$ cat src/rtl/mdu_pkg.sv
// mdu_pkg: shared encodings for the HI/LO multiply/divide unit and the Control decode.
// Holds the unit's op codes, FSM state encoding and the funct -> op mapping.
// No logic of its own; the decode helper is purely combinational.
package mdu_pkg;

  // Unit operation codes, driven by Control alongside start
  localparam logic [2:0] MDU_MULT  = 3'b000;
  localparam logic [2:0] MDU_MULTU = 3'b001;
  localparam logic [2:0] MDU_DIV   = 3'b010;
  localparam logic [2:0] MDU_DIVU  = 3'b011;
  localparam logic [2:0] MDU_MTHI  = 3'b100;
  localparam logic [2:0] MDU_MTLO  = 3'b101;
  localparam logic [2:0] MDU_NOP   = 3'b111;  // ignored by the unit

  // FSM state encoding
  localparam logic [1:0] ST_IDLE = 2'd0;
  localparam logic [1:0] ST_MUL  = 2'd1;
  localparam logic [1:0] ST_DIV  = 2'd2;
  localparam logic [1:0] ST_FIX  = 2'd3;

  // Control-side decode: R-type ALUOp plus funct field
  localparam logic [1:0] ALUOP_RTYPE = 2'b10;
  localparam logic [5:0] FUNCT_MTHI  = 6'b010001;
  localparam logic [5:0] FUNCT_MTLO  = 6'b010011;
  localparam logic [5:0] FUNCT_MULT  = 6'b011000;
  localparam logic [5:0] FUNCT_MULTU = 6'b011001;
  localparam logic [5:0] FUNCT_DIV   = 6'b011010;
  localparam logic [5:0] FUNCT_DIVU  = 6'b011011;

  // Returns MDU_NOP for anything that is not a multiply/divide/HI-LO write
  function automatic logic [2:0] mdu_decode(input logic [1:0] alu_op, input logic [5:0] funct);
    logic [2:0] op;
    op = MDU_NOP;
    if (alu_op == ALUOP_RTYPE) begin
      case (funct)
        FUNCT_MULT:  op = MDU_MULT;
        FUNCT_MULTU: op = MDU_MULTU;
        FUNCT_DIV:   op = MDU_DIV;
        FUNCT_DIVU:  op = MDU_DIVU;
        FUNCT_MTHI:  op = MDU_MTHI;
        FUNCT_MTLO:  op = MDU_MTLO;
        default:     op = MDU_NOP;
      endcase
    end
    return op;
  endfunction

endpackage

$ cat src/rtl/mul_div_unit_div_iter.sv
// div_iter: restoring divider datapath, one quotient bit per cycle on operand magnitudes.
// Latency: WIDTH run cycles after load; last is high during the final iteration cycle.
// No backpressure: the parent gates run and simply abandons the datapath on flush.
// Ports: load/run control, is_signed, dividend/divisor in; last, sign-fixed quotient/remainder out.
module div_iter #(
  parameter int WIDTH = 32
) (
  input  logic             clk,
  input  logic             reset,
  input  logic             load,
  input  logic             run,
  input  logic             is_signed,
  input  logic [WIDTH-1:0] dividend,
  input  logic [WIDTH-1:0] divisor,
  output logic             last,
  output logic [WIDTH-1:0] quotient,
  output logic [WIDTH-1:0] remainder
);

  localparam int CW = $clog2(WIDTH + 1);

  logic [WIDTH-1:0] quo_q, rem_q, dsr_q;
  logic [CW-1:0]    cnt_q;
  logic             neg_quo_q, neg_rem_q;

  logic             a_neg, b_neg;
  logic [WIDTH-1:0] a_mag, b_mag;
  logic [WIDTH:0]   shifted, diff;

  // The magnitude of the most negative value is still correct as an unsigned number
  assign a_neg = is_signed & dividend[WIDTH-1];
  assign b_neg = is_signed & divisor[WIDTH-1];
  assign a_mag = a_neg ? -dividend : dividend;
  assign b_mag = b_neg ? -divisor  : divisor;

  // Quotient register doubles as the dividend shift register
  assign shifted = {rem_q, quo_q[WIDTH-1]};
  assign diff    = shifted - {1'b0, dsr_q};

  always_ff @(posedge clk or negedge reset) begin
    if (!reset) begin
      quo_q     <= '0;
      rem_q     <= '0;
      dsr_q     <= '0;
      cnt_q     <= '0;
      neg_quo_q <= 1'b0;
      neg_rem_q <= 1'b0;
    end else if (load) begin
      quo_q     <= a_mag;
      rem_q     <= '0;
      dsr_q     <= b_mag;
      cnt_q     <= CW'(WIDTH);
      neg_quo_q <= a_neg ^ b_neg;
      neg_rem_q <= a_neg;
    end else if (run && cnt_q != '0) begin
      cnt_q <= cnt_q - 1'b1;
      if (!diff[WIDTH]) begin
        rem_q <= diff[WIDTH-1:0];
        quo_q <= {quo_q[WIDTH-2:0], 1'b1};
      end else begin
        rem_q <= shifted[WIDTH-1:0];
        quo_q <= {quo_q[WIDTH-2:0], 1'b0};
      end
    end
  end

  assign last = (cnt_q == CW'(1));

  // Remainder follows the dividend's sign; min / -1 wraps back to min naturally
  assign quotient  = neg_quo_q ? -quo_q : quo_q;
  assign remainder = neg_rem_q ? -rem_q : rem_q;

endmodule

$ cat src/rtl/mul_div_unit.sv
// mul_div_unit: iterative HI/LO multiply/divide unit beside the EX-stage ALU.
// Latency: MUL_CYCLES for multiply, WIDTH+1 for divide, same edge for MTHI/MTLO and divide-by-zero.
// No backpressure: busy tells the hazard unit to stall; start while busy is ignored.
// Ports: start/op/in_1/in_2 issue, flush abort; busy, done, div_by_zero status; hi/lo registers.
module mul_div_unit
  import mdu_pkg::*;
#(
  parameter int WIDTH      = 32,
  parameter int MUL_CYCLES = 3
) (
  input  logic             clk,
  input  logic             reset,
  input  logic             start,
  input  logic [2:0]       op,
  input  logic [WIDTH-1:0] in_1,
  input  logic [WIDTH-1:0] in_2,
  input  logic             flush,
  output logic             busy,
  output logic             done,
  output logic             div_by_zero,
  output logic [WIDTH-1:0] hi,
  output logic [WIDTH-1:0] lo
);

  localparam int MCW = $clog2(MUL_CYCLES + 1);

  logic [1:0]         state_q;
  logic [WIDTH-1:0]   mul_a_q, mul_b_q;
  logic               mul_signed_q;
  logic [MCW-1:0]     mul_cnt_q;
  logic [2*WIDTH-1:0] mul_ext_a, mul_ext_b, product;

  logic               is_div_op, div_load, div_run, div_last;
  logic [WIDTH-1:0]   div_quo, div_rem;

  // Extending both operands to 2W makes one multiplier serve signed and unsigned
  assign mul_ext_a = {{WIDTH{mul_signed_q & mul_a_q[WIDTH-1]}}, mul_a_q};
  assign mul_ext_b = {{WIDTH{mul_signed_q & mul_b_q[WIDTH-1]}}, mul_b_q};
  assign product   = mul_ext_a * mul_ext_b;

  assign is_div_op = (op == MDU_DIV) || (op == MDU_DIVU);
  assign div_load  = (state_q == ST_IDLE) && start && !flush && is_div_op && (in_2 != '0);
  assign div_run   = (state_q == ST_DIV) && !flush;

  div_iter #(.WIDTH(WIDTH)) u_div_iter (
    .clk       (clk),
    .reset     (reset),
    .load      (div_load),
    .run       (div_run),
    .is_signed (op == MDU_DIV),
    .dividend  (in_1),
    .divisor   (in_2),
    .last      (div_last),
    .quotient  (div_quo),
    .remainder (div_rem)
  );

  always_ff @(posedge clk or negedge reset) begin
    if (!reset) begin
      state_q      <= ST_IDLE;
      hi           <= '0;
      lo           <= '0;
      done         <= 1'b0;
      div_by_zero  <= 1'b0;
      mul_a_q      <= '0;
      mul_b_q      <= '0;
      mul_signed_q <= 1'b0;
      mul_cnt_q    <= '0;
    end else begin
      done        <= 1'b0;
      div_by_zero <= 1'b0;
      if (flush) begin
        // Abort wins over issue and over a pending FIX commit
        state_q <= ST_IDLE;
      end else begin
        case (state_q)
          ST_IDLE: begin
            if (start) begin
              case (op)
                MDU_MULT, MDU_MULTU: begin
                  mul_a_q      <= in_1;
                  mul_b_q      <= in_2;
                  mul_signed_q <= (op == MDU_MULT);
                  mul_cnt_q    <= MCW'(MUL_CYCLES - 1);
                  state_q      <= ST_MUL;
                end
                MDU_DIV, MDU_DIVU: begin
                  if (in_2 == '0) begin
                    lo          <= '1;
                    hi          <= in_1;
                    done        <= 1'b1;
                    div_by_zero <= 1'b1;
                  end else begin
                    state_q <= ST_DIV;
                  end
                end
                MDU_MTHI: begin
                  hi   <= in_1;
                  done <= 1'b1;
                end
                MDU_MTLO: begin
                  lo   <= in_1;
                  done <= 1'b1;
                end
                default: ;
              endcase
            end
          end
          ST_MUL: begin
            if (mul_cnt_q == '0) begin
              hi      <= product[2*WIDTH-1:WIDTH];
              lo      <= product[WIDTH-1:0];
              done    <= 1'b1;
              state_q <= ST_IDLE;
            end else begin
              mul_cnt_q <= mul_cnt_q - 1'b1;
            end
          end
          ST_DIV: begin
            if (div_last) state_q <= ST_FIX;
          end
          default: begin  // ST_FIX
            hi      <= div_rem;
            lo      <= div_quo;
            done    <= 1'b1;
            state_q <= ST_IDLE;
          end
        endcase
      end
    end
  end

  assign busy = (state_q != ST_IDLE);

endmodule

$ cat config.mk
export PLATFORM = sky130hd
export DESIGN_NAME = mul_div_unit
export DESIGN_NICKNAME = d
export VERILOG_FILES = /design/src/rtl/mdu_pkg.sv /design/src/rtl/mul_div_unit_div_iter.sv /design/src/rtl/mul_div_unit.sv
export SDC_FILE = /design/constraint.sdc
export NUM_CORES = 2
export LEC_CHECK = 0
export CAP_MARGIN = 5
export CORE_UTILIZATION = 60
export DETAILED_ROUTE_END_ITERATION = 16
export PLACE_DENSITY_LB_ADDON = 0.3
export SYNTH_ARGS = -nofsm -noshare
export SYNTH_HDL_FRONTEND = slang
export SYNTH_SLANG_ARGS = --single-unit
export TNS_END_PERCENT = 20
$ cat constraint.sdc
create_clock -name clk -period 11.07 [get_ports clk]
set_input_delay 1.107 -clock clk [delete_from_list [all_inputs] [get_ports clk]]
set_output_delay 1.107 -clock clk [all_outputs]
set_load 0.05 [all_outputs]
-- After elaboration in Yosys (flattened, before gate mapping)
Cells that the tools add are included.
- word-level logic and storage cells: 118
- register bits after elaboration: 239
- $add $sub $neg: 7
- reduce and logical (&&, ||, !) cells: 25
- bitwise logic cells: 7
- eq/ne operators: 20
- multiplexer cells: 43
- $mul: 1
- operators with widths (kind ; number):
    $mux 32 ; 15
    $pmux 32 s3 ; 2
    $neg 32->32 ; 4
    $pmux 32 s2 ; 2
    $mul 33x33->64 ; 1
    $sub 33x32->33 ; 1
    $logic_not 32->1 ; 1
    $reduce_bool 32->1 ; 1
    $mux 2 ; 8
    $mux 6 ; 2
    $ne 3x3->1 const B ; 4
    $reduce_and 6->1 ; 2
    $reduce_and 5->1 ; 2
    $mux 1 ; 9
    $pmux 2 s2 ; 2
    $eq 3x2->1 const B ; 2
    $eq 3x3->1 const B ; 2
    $eq 6x1->1 const B ; 1
    $logic_and 1x1->1 ; 6
    $ne 2x2->1 const B ; 3
    $ne 3x1->1 const B ; 2
    $pmux 2 s3 ; 1
    $reduce_bool 2->1 ; 3
    $reduce_bool 6->1 ; 1
    other kinds (19) ; 26

-- Depth between registers and ports, before layout
- depth after elaboration: 6
- depth in mapped cells: 32

-- Cells and area by module
From an unflattened synthesis, not the netlist that was laid out.
- cell total of the unflattened synthesis: 5980
- area total of the unflattened synthesis: 53367.4 µm²
- by module, submodules not included (module ; cells each ; area each (µm²) ; instances):
    mul_div_unit ; 4854 ; 44490.2 ; 1
    div_iter ; 1126 ; 8877.3 ; 1

-- Worst setup path after synthesis
Ideal clock, no wire load.
- path type: reg-to-reg
- start point: register mul_a_q[31]
- end point: register hi[29]
- stages on the path, launching flop included: 31
- data arrival time: 8.052 ns
- setup slack: 2.936 ns
- clock period less this slack: 8.134 ns
- path buffers: 3
- setup time: 0.082 ns
- cell sequence: dfrtp_1 clkbuf_1 and2_1 clkbuf_1 nand2_1 inv_1 fa_1 inv_1 fa_1 inv_1 fa_1 inv_1 fa_1 fa_1 fa_1 fa_1 fa_1 inv_1 ha_1 clkbuf_1 a21o_1 a21o_1 a21o_1 a21o_1 a21oi_1 nor2_1 a211oi_1 nand3_1 a311oi_1 a21oi_1 a31oi_1
- cells in the longest elaborated chain, start to end: 4
- ends and longest elaborated chain (what ; line ; text):
    from (decl) ; mul_div_unit.sv:28 ; logic [WIDTH-1:0] mul_a_q, mul_b_q;
    from (signal assigned) ; mul_div_unit.sv:81 ; mul_a_q <= in_1;
    $and 1x1->1 ; mul_div_unit.sv:37 ; assign mul_ext_a = {{WIDTH{mul_signed_q & mul_a_q[WIDTH-1]}}, mul_a_q};
    $mul 33x33->64 (*) ; mul_div_unit.sv:39 ; assign product = mul_ext_a * mul_ext_b;
    $mux 32 (*) ; mul_div_unit.sv:110 ; if (mul_cnt_q == '0) begin
    $pmux 32 s3 (*) ; mul_div_unit.sv:76 ; case (state_q)
    to (signal assigned) ; mul_div_unit.sv:90 ; hi <= in_1;
    to (signal assigned) ; mul_div_unit.sv:111 ; hi <= product[2*WIDTH-1:WIDTH];
    to (signal assigned) ; mul_div_unit.sv:123 ; hi <= div_rem;
    to (decl) ; mul_div_unit.sv:21 ; output logic [WIDTH-1:0] hi,
Mark *: on every way between the ends. The rest lies on a longest branch, timed or not. The select of a mux whose other input is x is not followed.
A chain may end at the register's enable or synchronous reset.

-- Final worst setup path
- start point: register mul_signed_q
- end point: register hi[29]
- cells in the longest elaborated chain, start to end: 4
- ends and longest elaborated chain (what ; line ; text):
    from (decl) ; mul_div_unit.sv:29 ; logic mul_signed_q;
    from (signal assigned) ; mul_div_unit.sv:83 ; mul_signed_q <= (op == MDU_MULT);
    $and 1x1->1 (on tied branches) ; mul_div_unit.sv:37, mul_div_unit.sv:38 ;
    $mul 33x33->64 (*) ; mul_div_unit.sv:39 ;
    $mux 32 (*) ; mul_div_unit.sv:110 ;
    $pmux 32 s3 (*) ; mul_div_unit.sv:76 ;
Marked as above.

==> key figures <==
CTS
  – Post-CTS Hold Buffers: 0
  – Clk Latency, worst-skew pair: 0.59 ns
  – Num CTS Buffers: 29
  – Clk root buf: clkbuf_16
  – CTS tree: yes
  – Post_cts resized: 0
  – Clk slew on worst S/H paths: 0.06 ns
  – Post-CTS setup buffers: 0
  – CTS H-tree lvls: 1
  – Clock Tree Buf Depth: 3
  – Clock Sinks: 239

Routing
  – Starting DRT DRC Count: 3,505
  – Avg Vias per Cell: ~5.9
  – Average wire per standard cell: around 21 um
  – # DRC: 0
  – Vias post-DR: ~41,000
  – DRT antenna net count: 0
  – Drt pass-1 iters: 7
  – Total Routed Length: 147,000 um

Yosys
  – Post-Syn Area: 52,700 um^2
  – Post-synth EDFFs: 0
  – Fraction of registers with async set or reset after synthesis: 1.00
  – Post-Syn Area per Cell: 9.02 um^2
  – Synth Warn #: 0
  – Syn nets: 7,291
  – Netlist cell types: 77
  – Main synth FF type: dfrtp_1
  – Seq/Total Area, Yosys: 0.114
  – Ranking of synthesized cells by area: fa_1, dfrtp_1, inv_1
  – Gate Count Post-Synth: 5,839
  – Most frequent cells after synthesis: inv_1, fa_1, nand2_1
  – FF+latch count, synth: approximately 240
  – Yosys top cell area share: 0.428
  – Count leader, synth: inv_1
  – Largest area contributor in the netlist: fa_1

Critical path
  – Worst Path Required: 11.57 ns
  – CP Max Fanout: 16
  – Crit Path Class: flop to flop
  – Slowest CP cell: fa_1
  – CP Data Arrival Time: 9.90 ns
  – Most frequent CP cell: fa_1
  – Startpoint types: flop
  – Worst setup EP type: flop
  – Max incr delay on CP: ~0.86 ns

STA
  – Max_slew headroom: 0.211
  – Setup_tns: 0 ns
  – Final hold viol count: 0
  – Final setup viols: 0
  – Final Max Tran Viols: 0
  – Achievable clock frequency: around 0.11 GHz
  – Skew final: roughly 0.025 ns
  – Tightest Pin Transition: 1.18 ns
  – Min Tclk post-route: 9.41 ns
  – RSZ-0062 raised after global routing: no
  – Part of the cycle the worst path needs: 0.850

Placement
  – GPL Wtd Cong: 0.971
  – # port buffers: 137
  – Dpl hpwl: 118,000 um
  – Placed insts: 6,874

Global route
  – Largest net degree at the start of global routing: 111
  – First-pass GRT wire length: 239,000 um
  – Remaining global-route overflow: 0
  – Vias in the first global route: 43,500
  – Tot GR Track Use: 0.344
  – Initial antenna violation count: 6

Floorplanning
  – Die Height: 298 um
  – Core Rows: 108
  – Core area: 86,900 um^2
  – Total die area: 89,000 um^2
  – I/O pins: 138
  – Die X-Extent: 298 um
  – Initial Util: 0.606

Finish
  – Filler cells: 7,112
  – Post-layout util: 0.645
  – Layout cell share with drive strength beyond 1: 0.0411
  – Layout Cells excl Fill: 6,929
  – Area growth syn-to-layout: 6.36%
  – Fin nets: 7,203

Flow run
  – Number of max-cap violations: 0

Hold path
  – Hold Path Class: flop to flop

Status
  – Status: finished clean
## final cells by class
cell class | instances | area, um^2 | share of cell area
multi-input cells | 4068 | 40900 | 0.731
diodes | 1 | 2.50 | 0.0000447
clock buffers | 35 | 788 | 0.0141
inverters | 1188 | 4460 | 0.0796
clock inverters | 18 | 310 | 0.00554
flip-flops and latches | 239 | 5990 | 0.107
repair buffers | 225 | 2070 | 0.0370
well taps | 1155 | 1450 | 0.0258
## path summary, 6_finish.rpt
check	start	end	slack, ns	cells after the start
worst max-delay path	mul_signed_q	hi[29]	1.66	30
worst min register to register	lo[25]	lo[25]	0.48	1
worst min-delay path	lo[25]	lo[25]	0.48	1
min in group asynchronous	reset	lo[10]	0.56	1
max in group asynchronous	reset	mul_b_q[18]	8.81	2
worst max register to register	mul_signed_q	hi[29]	1.66	30
## flip-flops by register name (all words and copies together), names as in the netlist
register              count
u_div_iter.rem_q         32
u_div_iter.neg_quo_q      1
u_div_iter.neg_rem_q      1
u_div_iter.cnt_q          6
mul_cnt_q                 2
mul_signed_q              1
u_div_iter.dsr_q         32
mul_b_q                  32
hi                       32
mul_a_q                  32
u_div_iter.quo_q         32
done                      1
div_by_zero               1
state_q                   2
lo                       32
## cells by family (layout without fill, tap and decap cells)
family,Yosys count,count (layout),share of synthesized area
AO/OA/AOI/OAI,683,683,0.0826
XOR/XNOR,215,215,0.0358
adder cells (fa/ha/maj),1381,1381,0.489
buffers and inverters,1532,1466,0.110
flip-flops,239,239,0.114
multiplexers,94,94,0.0193
other,0,1,0
AND/OR/NAND/NOR,1695,1695,0.150
## per-layer routing
layer	vias up	wire [um]	GRT usage
li1	17600	-	-
met1	20900	55600	0.438
met2	1769	71700	0.578
met3	384	11800	0.0581
met4	2	7600	0.152
met5	-	16	0
## critical path: cells and delay by family, from the launching register on
family | cells | cell delay (ns)
AOI/OAI and AO/OA | 9 | 1.81
adders and majority gates | 9 | 4.63
buffers and inverters | 8 | 1.37
DFF | 1 | 0.48
and+or+nand+nor | 4 | 1.04
## cells in the final DEF, fill, tap and decap left out, drive strengths merged, types with 25 or more instances in the layout
master	n
ha	255
and2	347
xnor2	135
clkdlybuf4s50	136
inv	1191
o31ai	37
mux2i	33
o21ai	194
mux2	61
a221o	32
xor2	80
dfrtp	239
buf	89
nor2	172
and3	34
or4	25
a211oi	34
clkbuf	35
a21oi	189
fa	1126
nor3	52
nand3	51
nand2	893
a21o	51
## metrics by stage
stage / area (um^2) / setup WS, ns / hold WS [ns]
floorplan: 52700 / 2.94 / 0.450
global placement: 54900 / 2.13 / 0.464
detailed placement: 54900 / 1.83 / 0.466
CTS: 56000 / 1.79 / 0.480
global route: 56000 / 1.20 / 0.498
finish: 56000 / 1.66 / 0.477
Power is not shown: default switching activity piles up to over one toggle a cycle in this logic, so the estimate is an artifact.
